$ cat src/rtl/dmem_bridge_pkg.sv
// Shared constants for the data-memory bridge: FSM state encodings,
// chip/write enable polarities and the default BUSY timeout.
package dmem_bridge_pkg;

    // Bridge FSM states.
    typedef enum logic [1:0] {
        DmemIdle = 2'd0,
        DmemBusy = 2'd1,
        DmemDone = 2'd2
    } dmem_state_e;

    // Active levels of the MEM stage's chip enable and write enable.
    localparam logic ChipEnable  = 1'b1;
    localparam logic WriteEnable = 1'b1;

    // BUSY cycles allowed before the watchdog aborts an access.
    localparam int unsigned DefaultTimeout = 255;

    // Width of a counter that must hold the values 0 .. limit-1.
    function automatic int unsigned wdog_cnt_width(input int unsigned limit);
        return (limit <= 2) ? 1 : $clog2(limit);
    endfunction

endpackage

$ cat src/rtl/dmem_bridge_if.sv
// Data-bus interface of the bridge: cyc/stb/ack handshake plus the
// address, byte-select and the two data directions.
interface dmem_bridge_if #(
    parameter int unsigned ADDR_W = 32,
    parameter int unsigned DATA_W = 32
);
    localparam int unsigned SEL_W = DATA_W / 8;

    logic              cyc;
    logic              stb;
    logic              we;
    logic [ADDR_W-1:0] adr;
    logic [SEL_W-1:0]  sel;
    logic [DATA_W-1:0] dat_w;   // bridge -> memory (store data)
    logic [DATA_W-1:0] dat_r;   // memory -> bridge (load data)
    logic              ack;

    // The bridge starts transactions.
    modport master (
        output cyc, stb, we, adr, sel, dat_w,
        input  dat_r, ack
    );

    // The memory answers them.
    modport slave (
        input  cyc, stb, we, adr, sel, dat_w,
        output dat_r, ack
    );

endinterface

$ cat src/rtl/dmem_bridge_wdog.sv
// BUSY-cycle watchdog for the data-memory bridge. The counter clears when
// a transaction enters BUSY and flags timeout during the LIMIT-th BUSY cycle.
// Only instantiated when DMEM_BRIDGE_TIMEOUT_EN is defined.
module dmem_bridge_wdog
    import dmem_bridge_pkg::*;
#(
    parameter int unsigned LIMIT = DefaultTimeout
) (
    input  logic clk,
    input  logic rst,
    input  logic start,     // transaction is entering BUSY at the next edge
    input  logic busy,      // FSM is in BUSY this cycle
    output logic timeout    // this BUSY cycle is the last one allowed
);

    localparam int unsigned CNT_W = wdog_cnt_width(LIMIT);

    // Number of BUSY cycles already completed for the current access.
    logic [CNT_W-1:0] busy_cnt;

    assign timeout = busy && (busy_cnt == CNT_W'(LIMIT - 1));

    // Count BUSY cycles, restarting from zero on every new access.
    // NOTE: state is updated with <= so every register samples pre-edge values.
    always_ff @(posedge clk) begin
        if (rst) begin
            busy_cnt <= '0;
        end else if (start) begin
            busy_cnt <= '0;
        end else if (busy && !timeout) begin
            busy_cnt <= busy_cnt + 1'b1;
        end
    end

endmodule

$ cat src/rtl/dmem_bridge.sv
// Data-memory bridge: turns the MEM stage's combinational request into a
// registered cyc/stb/ack bus transaction, stalls the pipeline while it is
// outstanding and returns the captured load word.
// Optional feature: define DMEM_BRIDGE_TIMEOUT_EN to abort accesses that
// see no ack within TIMEOUT_CYCLES BUSY cycles (err_o pulses on abort).
module dmem_bridge
    import dmem_bridge_pkg::*;
#(
    parameter int unsigned ADDR_W         = 32,
    parameter int unsigned DATA_W         = 32,
    parameter int unsigned TIMEOUT_CYCLES = DefaultTimeout
) (
    input  logic                clk,
    input  logic                rst,

    // MEM stage side
    input  logic                cpu_ce_i,
    input  logic                cpu_we_i,
    input  logic [ADDR_W-1:0]   cpu_addr_i,
    input  logic [DATA_W/8-1:0] cpu_sel_i,
    input  logic [DATA_W-1:0]   cpu_data_i,
    output logic [DATA_W-1:0]   cpu_data_o,
    output logic                stallreq_o,
    output logic                err_o,

    // Data bus side
    dmem_bridge_if.master       bus
);

    dmem_state_e state;
    dmem_state_e state_next;

    logic req_latch;   // IDLE accepts a request at this edge
    logic bus_done;    // BUSY sees ack at this edge
    logic abort;       // BUSY gives up at this edge (watchdog)
    logic timeout;     // watchdog limit reached in this BUSY cycle

`ifdef DMEM_BRIDGE_TIMEOUT_EN
    dmem_bridge_wdog #(
        .LIMIT   (TIMEOUT_CYCLES)
    ) u_wdog (
        .clk     (clk),
        .rst     (rst),
        .start   (req_latch),
        .busy    (state == DmemBusy),
        .timeout (timeout)
    );
`else
    // Without the watchdog BUSY waits for ack indefinitely; the limit
    // parameter is kept so both builds share one parameter list.
    logic unused_timeout_cfg;
    assign unused_timeout_cfg = ^TIMEOUT_CYCLES;
    assign timeout            = 1'b0;
`endif

    // State register.
    always_ff @(posedge clk) begin
        if (rst) begin
            state <= DmemIdle;
        end else begin
            state <= state_next;
        end
    end

    // Next-state, stall request and datapath strobes.
    // NOTE: every output gets a default first, so no path leaves one unassigned (no latch).
    always_comb begin
        state_next = state;
        stallreq_o = 1'b0;
        req_latch  = 1'b0;
        bus_done   = 1'b0;
        abort      = 1'b0;

        case (state)
            DmemIdle: begin
                // The stall must be raised in the same cycle the request appears.
                stallreq_o = cpu_ce_i;
                if (cpu_ce_i == ChipEnable) begin
                    req_latch  = 1'b1;
                    state_next = DmemBusy;
                end
            end

            DmemBusy: begin
                stallreq_o = 1'b1;
                // An ack in the limit cycle completes normally.
                if (bus.ack) begin
                    bus_done   = 1'b1;
                    state_next = DmemDone;
                end else if (timeout) begin
                    abort      = 1'b1;
                    state_next = DmemDone;
                end
            end

            DmemDone: begin
                // Stall released so the retiring instruction leaves MEM;
                // its still-asserted ce must not start a second access.
                state_next = DmemIdle;
            end

            default: begin
                state_next = DmemIdle;
            end
        endcase
    end

    // Bus request registers: latched on acceptance, held until the next request.
    always_ff @(posedge clk) begin
        if (rst) begin
            bus.cyc   <= 1'b0;
            bus.stb   <= 1'b0;
            bus.we    <= 1'b0;
            bus.adr   <= '0;
            bus.sel   <= '0;
            bus.dat_w <= '0;
        end else if (req_latch) begin
            bus.cyc   <= 1'b1;
            bus.stb   <= 1'b1;
            bus.we    <= cpu_we_i;
            bus.adr   <= cpu_addr_i;
            bus.sel   <= cpu_sel_i;
            bus.dat_w <= cpu_data_i;
        end else if (bus_done || abort) begin
            bus.cyc   <= 1'b0;
            bus.stb   <= 1'b0;
        end
    end

    // Load data returned to MEM: captured on ack, zeroed by an aborted load.
    always_ff @(posedge clk) begin
        if (rst) begin
            cpu_data_o <= '0;
        end else if (bus_done && (bus.we != WriteEnable)) begin
            cpu_data_o <= bus.dat_r;
        end else if (abort && (bus.we != WriteEnable)) begin
            cpu_data_o <= '0;
        end
    end

    // Error pulse: high for exactly the DONE cycle that follows an abort.
    always_ff @(posedge clk) begin
        if (rst) begin
            err_o <= 1'b0;
        end else begin
            err_o <= abort;
        end
    end

endmodule

$ cat src/flat_wrapper.sv
// flat-port wrapper written by rule: the top's interface ports become plain ports
module dmem_bridge_flat import dmem_bridge_pkg::*;
#(
    parameter int unsigned ADDR_W         = 32,
    parameter int unsigned DATA_W         = 32,
    parameter int unsigned TIMEOUT_CYCLES = DefaultTimeout
)
  (clk, rst, cpu_ce_i, cpu_we_i, cpu_addr_i, cpu_sel_i, cpu_data_i, cpu_data_o, stallreq_o, err_o, bus_cyc, bus_stb, bus_we, bus_adr, bus_sel, bus_dat_w, bus_dat_r, bus_ack);
  dmem_bridge_if #(.ADDR_W(ADDR_W), .DATA_W(DATA_W)) bus_i ();
  input  logic clk;
  input  logic rst;
  input  logic cpu_ce_i;
  input  logic cpu_we_i;
  input  logic [ADDR_W-1:0] cpu_addr_i;
  input  logic [DATA_W/8-1:0] cpu_sel_i;
  input  logic [DATA_W-1:0] cpu_data_i;
  output logic [DATA_W-1:0] cpu_data_o;
  output logic stallreq_o;
  output logic err_o;
  output wire logic [$bits(bus_i.cyc)-1:0] bus_cyc;
  output wire logic [$bits(bus_i.stb)-1:0] bus_stb;
  output wire logic [$bits(bus_i.we)-1:0] bus_we;
  output wire logic [$bits(bus_i.adr)-1:0] bus_adr;
  output wire logic [$bits(bus_i.sel)-1:0] bus_sel;
  output wire logic [$bits(bus_i.dat_w)-1:0] bus_dat_w;
  input wire logic [$bits(bus_i.dat_r)-1:0] bus_dat_r;
  input wire logic [$bits(bus_i.ack)-1:0] bus_ack;
  assign bus_cyc = bus_i.cyc;
  assign bus_stb = bus_i.stb;
  assign bus_we = bus_i.we;
  assign bus_adr = bus_i.adr;
  assign bus_sel = bus_i.sel;
  assign bus_dat_w = bus_i.dat_w;
  assign bus_i.dat_r = bus_dat_r;
  assign bus_i.ack = bus_ack;
  dmem_bridge #(.ADDR_W(ADDR_W), .DATA_W(DATA_W), .TIMEOUT_CYCLES(TIMEOUT_CYCLES)) u_core (.clk(clk), .rst(rst), .cpu_ce_i(cpu_ce_i), .cpu_we_i(cpu_we_i), .cpu_addr_i(cpu_addr_i), .cpu_sel_i(cpu_sel_i), .cpu_data_i(cpu_data_i), .cpu_data_o(cpu_data_o), .stallreq_o(stallreq_o), .err_o(err_o), .bus(bus_i));
endmodule
$ cat config.mk
export PLATFORM = sky130hd
export DESIGN_NAME = dmem_bridge_flat
export DESIGN_NICKNAME = d
export VERILOG_FILES = /design/src/rtl/dmem_bridge_pkg.sv /design/src/rtl/dmem_bridge_if.sv /design/src/rtl/dmem_bridge_wdog.sv /design/src/rtl/dmem_bridge.sv /design/src/flat_wrapper.sv
export SDC_FILE = /design/constraint.sdc
export NUM_CORES = 1
export LEC_CHECK = 0
export CAP_MARGIN = 20
export CORE_MARGIN = 4
export CORE_UTILIZATION = 41
export DETAILED_ROUTE_END_ITERATION = 8
export GPL_TIMING_DRIVEN = 1
export PLACE_DENSITY = 0.95
export RECOVER_POWER = 50
export SETUP_SLACK_MARGIN = 0.5
export SYNTH_ARGS = -nofsm -noshare
export SYNTH_HDL_FRONTEND = slang
export SYNTH_SLANG_ARGS = --single-unit
$ cat constraint.sdc
create_clock -name clk -period 2.7 [get_ports clk]
set_clock_uncertainty 0.15 [all_clocks]
set_input_delay 0.405 -clock clk [delete_from_list [all_inputs] [get_ports clk]]
set_output_delay 0.405 -clock clk [all_outputs]
set_load 0.005 [all_outputs]
==> out/qor.yml <==
cts_tree: "done"
tightest_slew_ns: 0.639
period_minus_slack_ns: 1.92
register_area_um2: 2080
wire_per_inst_um: 14.7
fin_nets: 753
ant_nets: 0
intPower_uw: 2320
initial_core_util: 0.421
irDropWorstVdd_v: 0.000334
grt_usage: 0.207
cpPeakStageDelay_ns: 0.59
root_buffer: "clkbuf_8"
ys_seq_area_frac: 0.570
maxCapViolCount: 0
ff2ff_setup_slack_ns: 0.93
gp_congestion: 0.786
pwr-share-seq: 0.535
clk_pin_slew_ns: 0.09
yosysWarnings: 0
worstPathRequired_ns: 2.14
path_cells: "dlygate4sd3_1 > nor2_1 > nor2_1 > dlymetal6s2s_1"
drv_slew: 0
holdPathEnd: "u_core.bus.dat_w[29]"
drive_gt1_frac: 0.0413
slew_headroom: 0.574
vias: 3730
critPathKind: "in2out"
diodes: 0
synth_common_cells: "nand2_1, dfxtp_1, a21oi_1, buf_2, clkbuf_1"
holdPathStages: 2
post-cts-setup-buffers: 0
wirelength_um: 11200
grt_pass1_vias: 3663
synthArstFlopShare: 0
leakage_uw: 0.00237
first_iter_violations: 73
worstReg2RegEnd: "u_core.cpu_data_o[19]"
ctsLongestPathBuffers: 2
crit_path_frequent_cell: "nor2_1"
switching_share: 0.259
synthDistinctLibCells: 18
overflow: 0
synthFlopType: "dfxtp_1"
synth_seq_cells: 104
clkPwrFrac: 0.289
cp-end-kind: "output port"
synthesis.area_um2: 3650
reg2regPathDepth: 3
timing_hold_violations_final: 0
synthTopCellsByArea: "dfxtp_1, nand2_1, a21oi_1, buf_2, clkbuf_1"
die_w_um: 102
die-area_um2: 10500
multiInputGateArea_um2: 1370
setup_tns_ns: 0
fillers: 692
core_area_um2: 8680
critPathLaunchType: "input port"
finalSetupViolations: 0
p_comb_frac: 0.176
yosysMostFrequentCell: "nand2_1"
worst_slack_ns: 0.782
slowest_stage: "dlygate4sd3_1"
vias_per_cell: 4.90
synth-edff-count: 0
clkLatencyLatePin_ns: 0.34
port_buffers: 208
firstDrtPassIters: 4
fmax_ghz: 0.521
grt_pass1_wl_um: 17400
pin_count: 210
fp.dieH_um: 102
critical-path-top-delay-family: "buffers and inverters"
htreeDepth: 3
syn_inst: 460
worst-path-buf-inv: 2
rows: 34
grt_antenna_before_repair: 0
cts_num_sinks: 104
synth_top_area_share: 0.570
p_sw_uw: 807
min_from: "u_core.bus.dat_w[29]"
synthesis.nets: 565
yosysTopAreaCell: "dfxtp_1"
status: "completed"
cts_buffers: 9
p_total_uw: 3120
grt_max_degree: 52
synth.avg_cell_area_um2: 7.93
hold_class: "reg2reg"
placedCellCount: 745
crit_path_max_fanout: 4
fin_cells: 761
area_growth_pct: 62.3
critPathArrivalTime_ns: 1.36
power_density_nw_per_um2: 527
pre_cts_ws_ns: 0.502
drc: 0
timing.final.crit_share: 0.710
hpwlAfterDp_um: 8560
rsz0062_at_grt: "false"
regToRegStartpoint: "u_core.state[0]"
[kinds of logic (layout without fill, tap and decap cells)]
logic type | after synthesis | in the layout | share of synthesized area
buffers and inverters | 39 | 232 | 0.0562
AO/OA/AOI/OAI | 104 | 104 | 0.145
flip-flops | 104 | 104 | 0.570
AND/OR/NAND/NOR | 212 | 212 | 0.228
other | 1 | 1 | 0.00103
[layout make-up]
| cell class | count | area share |
|---|---|---|
| clock buffer | 10 | 0.0232 |
| clock inverter | 6 | 0.00845 |
| inverter | 1 | 0.000634 |
| multi-input combinational | 317 | 0.231 |
| sequential | 104 | 0.352 |
| tap | 108 | 0.0228 |
| timing repair buffer | 215 | 0.362 |
[power groups by stage]
stage | clock network (µW) | logic [µW] | registers [µW]
2_1_floorplan | 0 | 204 | 1710
3_3_place_gp | 0 | 560 | 1700
3_5_place_dp | 0 | 577 | 1710
4_1_cts | 935 | 580 | 1670
5_1_grt | 1000 | 600 | 1680
6_report | 904 | 549 | 1670
[sequential cells by signal, indices dropped and copies added, names as in the netlist]
name / cells
u_core.bus.adr: 32
u_core.bus.cyc: 1
u_core.bus.dat_w: 32
u_core.bus.sel: 4
u_core.bus.we: 1
u_core.cpu_data_o: 32
u_core.state: 2
[worst register-to-register path: stages, from the launching register on]
cell and delay [ns]:
dfxtp_1 0.50, and4bb_2 0.71, nand2_1 0.18, a21oi_1 0.17
[stage by stage]
| stage | area (µm²) | utilization | hold WS [ns] |
|---|---|---|---|
| after CTS | 5920 | 0.682 | 0.305 |
| after floorplan | 3650 | - | 0.303 |
| after global placement | 5730 | 0.660 | 0.291 |
| after detailed placement | 5730 | 0.660 | 0.297 |
| after global routing | 5920 | 0.682 | 0.321 |
| final | 5920 | 0.682 | 0.304 |
[worst max-delay path by stage]
stage,startpoint,endpoint,cells past startpoint
floorplan,u_core.state[0],u_core.bus.dat_w[11],7
global placement,cpu_ce_i,stallreq_o,4
detailed placement,cpu_ce_i,stallreq_o,4
CTS,cpu_ce_i,stallreq_o,4
global route,bus_ack,u_core.cpu_data_o[19],4
finish,cpu_ce_i,stallreq_o,4
[cells in the final DEF (no fill, tap or decap), drive strengths merged]
master | synthesis | routed
a2111oi | 1 | 1
a21oi | 102 | 102
and4bb | 1 | 1
buf | 24 | 8
clkbuf | 14 | 10
clkdlybuf4s50 | 0 | 127
clkinv | 0 | 1
clkinvlp | 0 | 2
conb | 1 | 1
dfxtp | 104 | 104
dlygate4sd3 | 0 | 79
dlymetal6s2s | 0 | 1
inv | 1 | 4
nand2 | 203 | 203
nand2b | 1 | 1
nand4bb | 1 | 1
nor2 | 3 | 3
nor2b | 1 | 1
nor3b | 1 | 1
o32ai | 1 | 1
or3b | 1 | 1
[metal layers]
metal  GRT usage  up-vias  wire length, µm  share of wire
li1            -     1844                -              -
met1       0.233     1699             4150           0.37
met2       0.371      160             5680           0.51
met3      0.0621       27             1020          0.092
met4      0.0727        0              306          0.027
met5           0        -                0              0
[what timing repair did]
action	4_1_cts	5_1_grt
setup endpoints to repair	0	1
hold buffers	0	0
resized for setup	0	1
(Power assumes the default switching activity.)
